<file path="src/rtl/fetch_unit_if.sv">
// rtl/fetch_unit_if.sv - fetch stage bus bundle: IM read port, decoder handshake, redirect and halt status
interface fetch_unit_if #(
   parameter int WORD_SIZE  = 19,
   parameter int ADDR_WIDTH = 10
);

   // Instruction memory read port (ctrl + addr bus, registered read data back)
   logic                  RD_EN_IM;
   logic [ADDR_WIDTH-1:0] im_address;
   logic [WORD_SIZE-1:0]  im_instruction;

   // Instruction register handshake towards the decoder
   logic [WORD_SIZE-1:0]  ir_out;
   logic [ADDR_WIDTH-1:0] ir_pc;
   logic                  ir_valid;
   logic                  ir_ready;

   // Branch redirect from execute and sticky halt status
   logic                  redirect_valid;
   logic [ADDR_WIDTH-1:0] redirect_pc;
   logic                  halted;

   // Fetch unit side
   modport master (
      output RD_EN_IM,
      output im_address,
      input  im_instruction,
      output ir_out,
      output ir_pc,
      output ir_valid,
      input  ir_ready,
      input  redirect_valid,
      input  redirect_pc,
      output halted
   );

   // Memory / decoder / branch unit side
   modport slave (
      input  RD_EN_IM,
      input  im_address,
      output im_instruction,
      input  ir_out,
      input  ir_pc,
      input  ir_valid,
      output ir_ready,
      output redirect_valid,
      output redirect_pc,
      input  halted
   );

endinterface

</file>
<file path="src/rtl/fetch_unit.sv">
// rtl/fetch_unit.sv - program counter and instruction fetch stage for the 19-bit CPU
module fetch_unit #(
   parameter int                    WORD_SIZE   = 19,
   parameter int                    ADDR_WIDTH  = 10,
   parameter logic [ADDR_WIDTH-1:0] RESET_PC    = '0,
   parameter logic [4:0]            HALT_OPCODE = 5'h1F
) (
   input logic          CLK,
   input logic          RESET,
   fetch_unit_if.master bus
);

   // One fetch takes three phases: request, capture the registered IM data, present.
   typedef enum logic [2:0] {
      S_IDLE,
      S_FETCH,
      S_LATCH,
      S_DELIVER,
      S_HALTED
   } state_t;

   state_t                state_q,      state_d;
   logic [ADDR_WIDTH-1:0] pc_q,         pc_d;
   logic                  rd_en_im_q,   rd_en_im_d;
   logic [ADDR_WIDTH-1:0] im_address_q, im_address_d;
   logic [WORD_SIZE-1:0]  ir_out_q,     ir_out_d;
   logic [ADDR_WIDTH-1:0] ir_pc_q,      ir_pc_d;
   logic                  ir_valid_q,   ir_valid_d;
   logic                  halted_q,     halted_d;

   logic                  handshake;
   logic                  is_halt_word;
   logic                  take_redirect;

   assign handshake     = ir_valid_q && bus.ir_ready;
   assign is_halt_word  = (ir_out_q[WORD_SIZE-1 -: 5] == HALT_OPCODE);
   // Once halted only reset can restart fetch, so redirects are dropped there.
   assign take_redirect = bus.redirect_valid && (state_q != S_HALTED);

   // Next-state, next-PC and next-output computation; outputs follow the next state so every port is a flop.
   always_comb begin
      state_d      = state_q;
      pc_d         = pc_q;
      ir_out_d     = ir_out_q;
      ir_pc_d      = ir_pc_q;
      halted_d     = halted_q;
      rd_en_im_d   = 1'b0;
      im_address_d = im_address_q;
      ir_valid_d   = 1'b0;

      case (state_q)
         S_IDLE: begin
            state_d = S_FETCH;
         end
         S_FETCH: begin
            state_d = S_LATCH;
         end
         S_LATCH: begin
            // IM data requested during FETCH is only trustworthy in this cycle.
            ir_out_d = bus.im_instruction;
            ir_pc_d  = pc_q;
            pc_d     = pc_q + ADDR_WIDTH'(1);
            state_d  = S_DELIVER;
         end
         S_DELIVER: begin
            if (handshake) begin
               if (is_halt_word) begin
                  state_d  = S_HALTED;
                  halted_d = 1'b1;
               end else begin
                  state_d = S_FETCH;
               end
            end
         end
         S_HALTED: begin
            state_d = S_HALTED;
         end
         default: begin
            state_d = S_IDLE;
         end
      endcase

      // A taken branch overrides everything above: the word in flight is dropped,
      // a HALT being consumed this cycle is cancelled, and fetch restarts at the target.
      if (take_redirect) begin
         state_d  = S_FETCH;
         pc_d     = bus.redirect_pc;
         ir_out_d = ir_out_q;
         ir_pc_d  = ir_pc_q;
         halted_d = halted_q;
      end

      if (state_d == S_FETCH) begin
         rd_en_im_d   = 1'b1;
         im_address_d = pc_d;
      end
      ir_valid_d = (state_d == S_DELIVER);
   end

   // State and output registers; reset wins over redirect, handshake and halt.
   always_ff @(posedge CLK) begin
      if (RESET) begin
         state_q      <= S_IDLE;
         pc_q         <= RESET_PC;
         rd_en_im_q   <= 1'b0;
         im_address_q <= RESET_PC;
         ir_out_q     <= '0;
         ir_pc_q      <= '0;
         ir_valid_q   <= 1'b0;
         halted_q     <= 1'b0;
      end else begin
         state_q      <= state_d;
         pc_q         <= pc_d;
         rd_en_im_q   <= rd_en_im_d;
         im_address_q <= im_address_d;
         ir_out_q     <= ir_out_d;
         ir_pc_q      <= ir_pc_d;
         ir_valid_q   <= ir_valid_d;
         halted_q     <= halted_d;
      end
   end

   assign bus.RD_EN_IM   = rd_en_im_q;
   assign bus.im_address = im_address_q;
   assign bus.ir_out     = ir_out_q;
   assign bus.ir_pc      = ir_pc_q;
   assign bus.ir_valid   = ir_valid_q;
   assign bus.halted     = halted_q;

endmodule

</file>
<file path="src/flat_wrapper.sv">
// flat-port wrapper written by rule: the top's interface ports become plain ports
module fetch_unit_flat 
#(
   parameter int                    WORD_SIZE   = 19,
   parameter int                    ADDR_WIDTH  = 10,
   parameter logic [ADDR_WIDTH-1:0] RESET_PC    = '0,
   parameter logic [4:0]            HALT_OPCODE = 5'h1F
)
  (CLK, RESET, bus_RD_EN_IM, bus_im_address, bus_im_instruction, bus_ir_out, bus_ir_pc, bus_ir_valid, bus_ir_ready, bus_redirect_valid, bus_redirect_pc, bus_halted);
  fetch_unit_if #(.WORD_SIZE(WORD_SIZE), .ADDR_WIDTH(ADDR_WIDTH)) bus_i ();
  input logic CLK;
  input logic RESET;
  output wire logic [$bits(bus_i.RD_EN_IM)-1:0] bus_RD_EN_IM;
  output wire logic [$bits(bus_i.im_address)-1:0] bus_im_address;
  input wire logic [$bits(bus_i.im_instruction)-1:0] bus_im_instruction;
  output wire logic [$bits(bus_i.ir_out)-1:0] bus_ir_out;
  output wire logic [$bits(bus_i.ir_pc)-1:0] bus_ir_pc;
  output wire logic [$bits(bus_i.ir_valid)-1:0] bus_ir_valid;
  input wire logic [$bits(bus_i.ir_ready)-1:0] bus_ir_ready;
  input wire logic [$bits(bus_i.redirect_valid)-1:0] bus_redirect_valid;
  input wire logic [$bits(bus_i.redirect_pc)-1:0] bus_redirect_pc;
  output wire logic [$bits(bus_i.halted)-1:0] bus_halted;
  assign bus_RD_EN_IM = bus_i.RD_EN_IM;
  assign bus_im_address = bus_i.im_address;
  assign bus_i.im_instruction = bus_im_instruction;
  assign bus_ir_out = bus_i.ir_out;
  assign bus_ir_pc = bus_i.ir_pc;
  assign bus_ir_valid = bus_i.ir_valid;
  assign bus_i.ir_ready = bus_ir_ready;
  assign bus_i.redirect_valid = bus_redirect_valid;
  assign bus_i.redirect_pc = bus_redirect_pc;
  assign bus_halted = bus_i.halted;
  fetch_unit #(.WORD_SIZE(WORD_SIZE), .ADDR_WIDTH(ADDR_WIDTH), .RESET_PC(RESET_PC), .HALT_OPCODE(HALT_OPCODE)) u_core (.CLK(CLK), .RESET(RESET), .bus(bus_i));
endmodule
</file>
<file path="config.mk">
export PLATFORM = sky130hd
export DESIGN_NAME = fetch_unit_flat
export DESIGN_NICKNAME = d
export VERILOG_FILES = /design/src/rtl/fetch_unit_if.sv /design/src/rtl/fetch_unit.sv /design/src/flat_wrapper.sv
export SDC_FILE = /design/constraint.sdc
export NUM_CORES = 1
export LEC_CHECK = 0
export ABC_AREA = 1
export ABC_CLOCK_PERIOD_IN_PS = 1500
export CAP_MARGIN = 5
export CORE_MARGIN = 3
export CORE_UTILIZATION = 35
export DETAILED_ROUTE_END_ITERATION = 10
export PLACE_DENSITY = 0.69
export SYNTH_ARGS = -nofsm -noshare
export SYNTH_HDL_FRONTEND = slang
export SYNTH_SLANG_ARGS = --single-unit
</file>
<file path="constraint.sdc">
create_clock -name CLK -period 1.5 [get_ports CLK]
set_clock_uncertainty 0.1 [all_clocks]
set_input_delay 0.375 -clock CLK [delete_from_list [all_inputs] [get_ports CLK]]
set_output_delay 0.375 -clock CLK [all_outputs]
set_load 0.1 [all_outputs]
</file>
==> metrics.md <==
| Metric | Value |
|---|---|
| Top-area cell type share of the netlist area | `49.3%` |
| Slew HR | `79.4%` |
| Ys flop type | `dfxtp_1` |
| R2r endpoint | `u_core.bus.im_address[0]` |
| Vias | `2323` |
| DR vias/cell | `4.95` |
| WHS Endpoint | `u_core.bus.halted` |
| Layout cells sized above 1 | `27.7%` |
| Met2 Usage GRT | `31.0%` |
| Fin area | `0.00386 mm^2` |
| RSZ-0062 raised after global routing | `true` |
| Crit-path cells | `nor2_4 -> nand2_4 -> buf_4 -> xnor2_1 -> o21bai_1 -> nand2_1 -> nand2_1 -> nor2_1` |
| Detailed Route Iter0 Violations | `120` |
| Gpl congestion | `0.830` |
| Post-Syn Instances | `303` |
| Final setup fails | `0` |
| First-pass detailed-route iteration total | `6` |
| Met3 Usage GRT | `3.55%` |
| Most frequent cell after synthesis | `nor2_1` |
| Final HPWL from detailed placement | `4600 um` |
| EDFF count, synth | `0` |
| Fin crit period | `1.48 ns` |
| Initial core utilization | `36.8%` |
| Post-synthesis sequential area ratio | `49.3%` |
| Static leakage | `1.65 nW` |
| I/O Pins | `75` |
| Worst stage delay on the critical path | `0.38 ns` |
| Worst Hold Depth | `2` |
| # clock sinks | `55` |
| # H-tree levels | `2` |
| Maxcap violations | `0` |
| Peak supply drop | `0.000567 V` |
| Nets | `427` |
| Reg-to-reg slack, setup | `0.02 ns` |
| Tcrit/Tclk final | `98.5%` |
| Initial antenna violation count | `0` |
| Routed Antenna Nets | `0` |
| Longest Clk Path Bufs | `2` |
| Total CTS buffers | `5` |
| Power density over the cells | `880 mW/mm^2` |
| Largest net degree at the start of global routing | `35` |
| Clock Tree Root | `clkbuf_8` |
| Clock Latency Late Sink | `0.31 ns` |
| Post-Place Cell Area | `0.00362 mm^2` |
| HP Start | `u_core.bus.halted` |
| Avg Cell Area, Syn | `7.37 um^2` |
| Maximum clock frequency | `677 MHz` |
| Top cell by count, worst path | `nand2_1` |
| Final Max Tran Viols | `0` |
| CP Buf/Inv Count | `1` |
| Crit path launch type | `register` |
| CTS tree | `yes` |
| Worst EP required | `1.61 ns` |
| Vias in the first global route | `2214` |
| First-pass GRT wire length | `10400 um` |
| Synth top area cells | `dfxtp_1 (49%), nor2_1 (10%), nand2_1 (8.4%)` |
| Async SR Flop Fraction | `0%` |
| R2R cell count | `8` |
| Residual DRC | `0` |
| Drt wl/cell | `13.6 um` |
| Area occupied by multi-input gates | `0.00106 mm^2` |
| FF-to-FF Start | `u_core.state_q[0]` |
| Mapped Area | `0.00223 mm^2` |
| Top post-synthesis cells by count | `nor2_1 (61), dfxtp_1 (55), nand2_1 (50), o21ai_0 (32), inv_1 (24)` |
| Routed wire length | `6370 um` |
| Post-synth top area cell | `dfxtp_1` |
| Worst path arrival time | `1.59 ns` |
| Fin. Hold Viols | `0` |
| CP max-delay cell | `dfxtp_4` |
| Total grt overflow | `0` |
| Chip Width | `85.9 um` |
| Layout area overhead | `72.8%` |
| Status | `complete, no violations` |
| Crit path kind | `reg -> reg` |
| Crit end category | `register` |
| Placed insts | `455` |
| Worst slew pin tran | `0.309 ns` |
| Gr busiest metal | `met2` |
| CP max FO | `7` |
| Port Buf Inserts | `74` |
| Ant diodes | `0` |
| Yosys reg bits | `55` |
| Cts hold-fix bufs | `0` |
| Fillers | `489` |
| Synthesized Nets | `337` |
| Area of the core region | `0.00606 mm^2` |
| Clk pin slew, worst setup/hold paths | `0.09 ns` |
| Crit-path leading delay family | `simple AND/OR/NAND/NOR gates` |
| Reg area | `0.00114 mm^2` |
| Yosys cell types | `25` |
| Worst Hold Class | `reg -> reg` |
| Synth Warn # | `0` |
| Die Area | `0.00737 mm^2` |
| Met1 Use GR | `20.4%` |
| Std cell rows | `28` |
| Die height | `85.9 um` |
| Tot GR Track Use | `17.4%` |
| Fin cells | `469` |
## metal layers
metal | vias to the layer above | wire length (um)
met5 | - | 0
met4 | 0 | 138
met3 | 12 | 246
met2 | 55 | 3410
met1 | 1109 | 2570
li1 | 1147 | -
## cells by family after synthesis
logic type / synth area share (%)
buffers and inverters: 7.06
flip-flops: 49.3
adder cells (fa/ha/maj): 0.560
XOR/XNOR: 0.785
AND/OR/NAND/NOR: 28.4
AO/OA/AOI/OAI: 13.9
## worst min-delay path: stages (launching register included)
cell and delay, ns:
dfxtp_1 0.35, inv_1 0.06, a21oi_1 0.06
## report_power, final
part	switching, W	internal, W
Clock	0.000469	0.000329
Combinational	0.000596	0.000394
Sequential	0.0000807	0.00153
## final cells by class
class | instances | area share (%)
timing repair buffer | 95 | 35.8
tap | 75 | 2.43
clock inverter | 1 | 0.130
multi-input combinational | 210 | 27.6
clock buffer | 7 | 1.98
inverter | 26 | 2.59
sequential | 55 | 29.5
## state kept, by name, indices dropped and copies added, names as in the netlist
name and flops:
u_core.bus.RD_EN_IM 1, u_core.bus.ir_pc 10, u_core.bus.im_address 10, u_core.state_q 3, u_core.bus.halted 1, u_core.bus.ir_out 19, u_core.bus.ir_valid 1, u_core.pc_q 10
## timing repair
action	CTS	global route
pin swaps	1	12
buffers inserted	0	6
gates resized for setup	9	23
endpoints found under the setup margin	21	26
## metrics by stage
step	hold slack [ns]	setup TNS, ns	util (%)	total power, W	setup WS, ns
after detailed placement	0.391	-17.38	59.8	0.00259	-0.505
after CTS	0.407	0	61.4	0.00338	0.00605
after global placement	0.376	-15.56	59.8	0.00258	-0.441
after global routing	0.414	-0.473	63.6	0.00353	-0.0747
after floorplan	0.344	-0.231	-	0.00217	-0.0700
final	0.405	0	63.6	0.00339	0.0225
## how the worst max path moves through the flow
stage / startpoint / to / slack, ns / depth (start not counted)
finish: u_core.state_q[0] / u_core.bus.im_address[0] / 0.02 / 8
global route: u_core.state_q[0] / u_core.bus.im_address[5] / -0.07 / 8
CTS: u_core.state_q[1] / u_core.pc_q[4] / 0.006 / 7
detailed placement: bus_redirect_valid / u_core.bus.im_address[3] / -0.51 / 7
global placement: bus_redirect_valid / u_core.bus.im_address[3] / -0.44 / 7
floorplan: u_core.bus.ir_out[16] / u_core.bus.im_address[5] / -0.07 / 10
## placed cells by master (no fill, tap or decap), types with 8 or more instances in the layout
cell and instances:
buf_4 15, a21oi_1 23, dfxtp_4 8, clkdlybuf4s50_1 30
dfxtp_1 43, buf_12 47, o21ai_0 30, nand3_1 11
nor2_1 60, inv_1 23, nand3_2 9, nand2_1 48
Note: power is estimated with default switching activity, not from simulation.
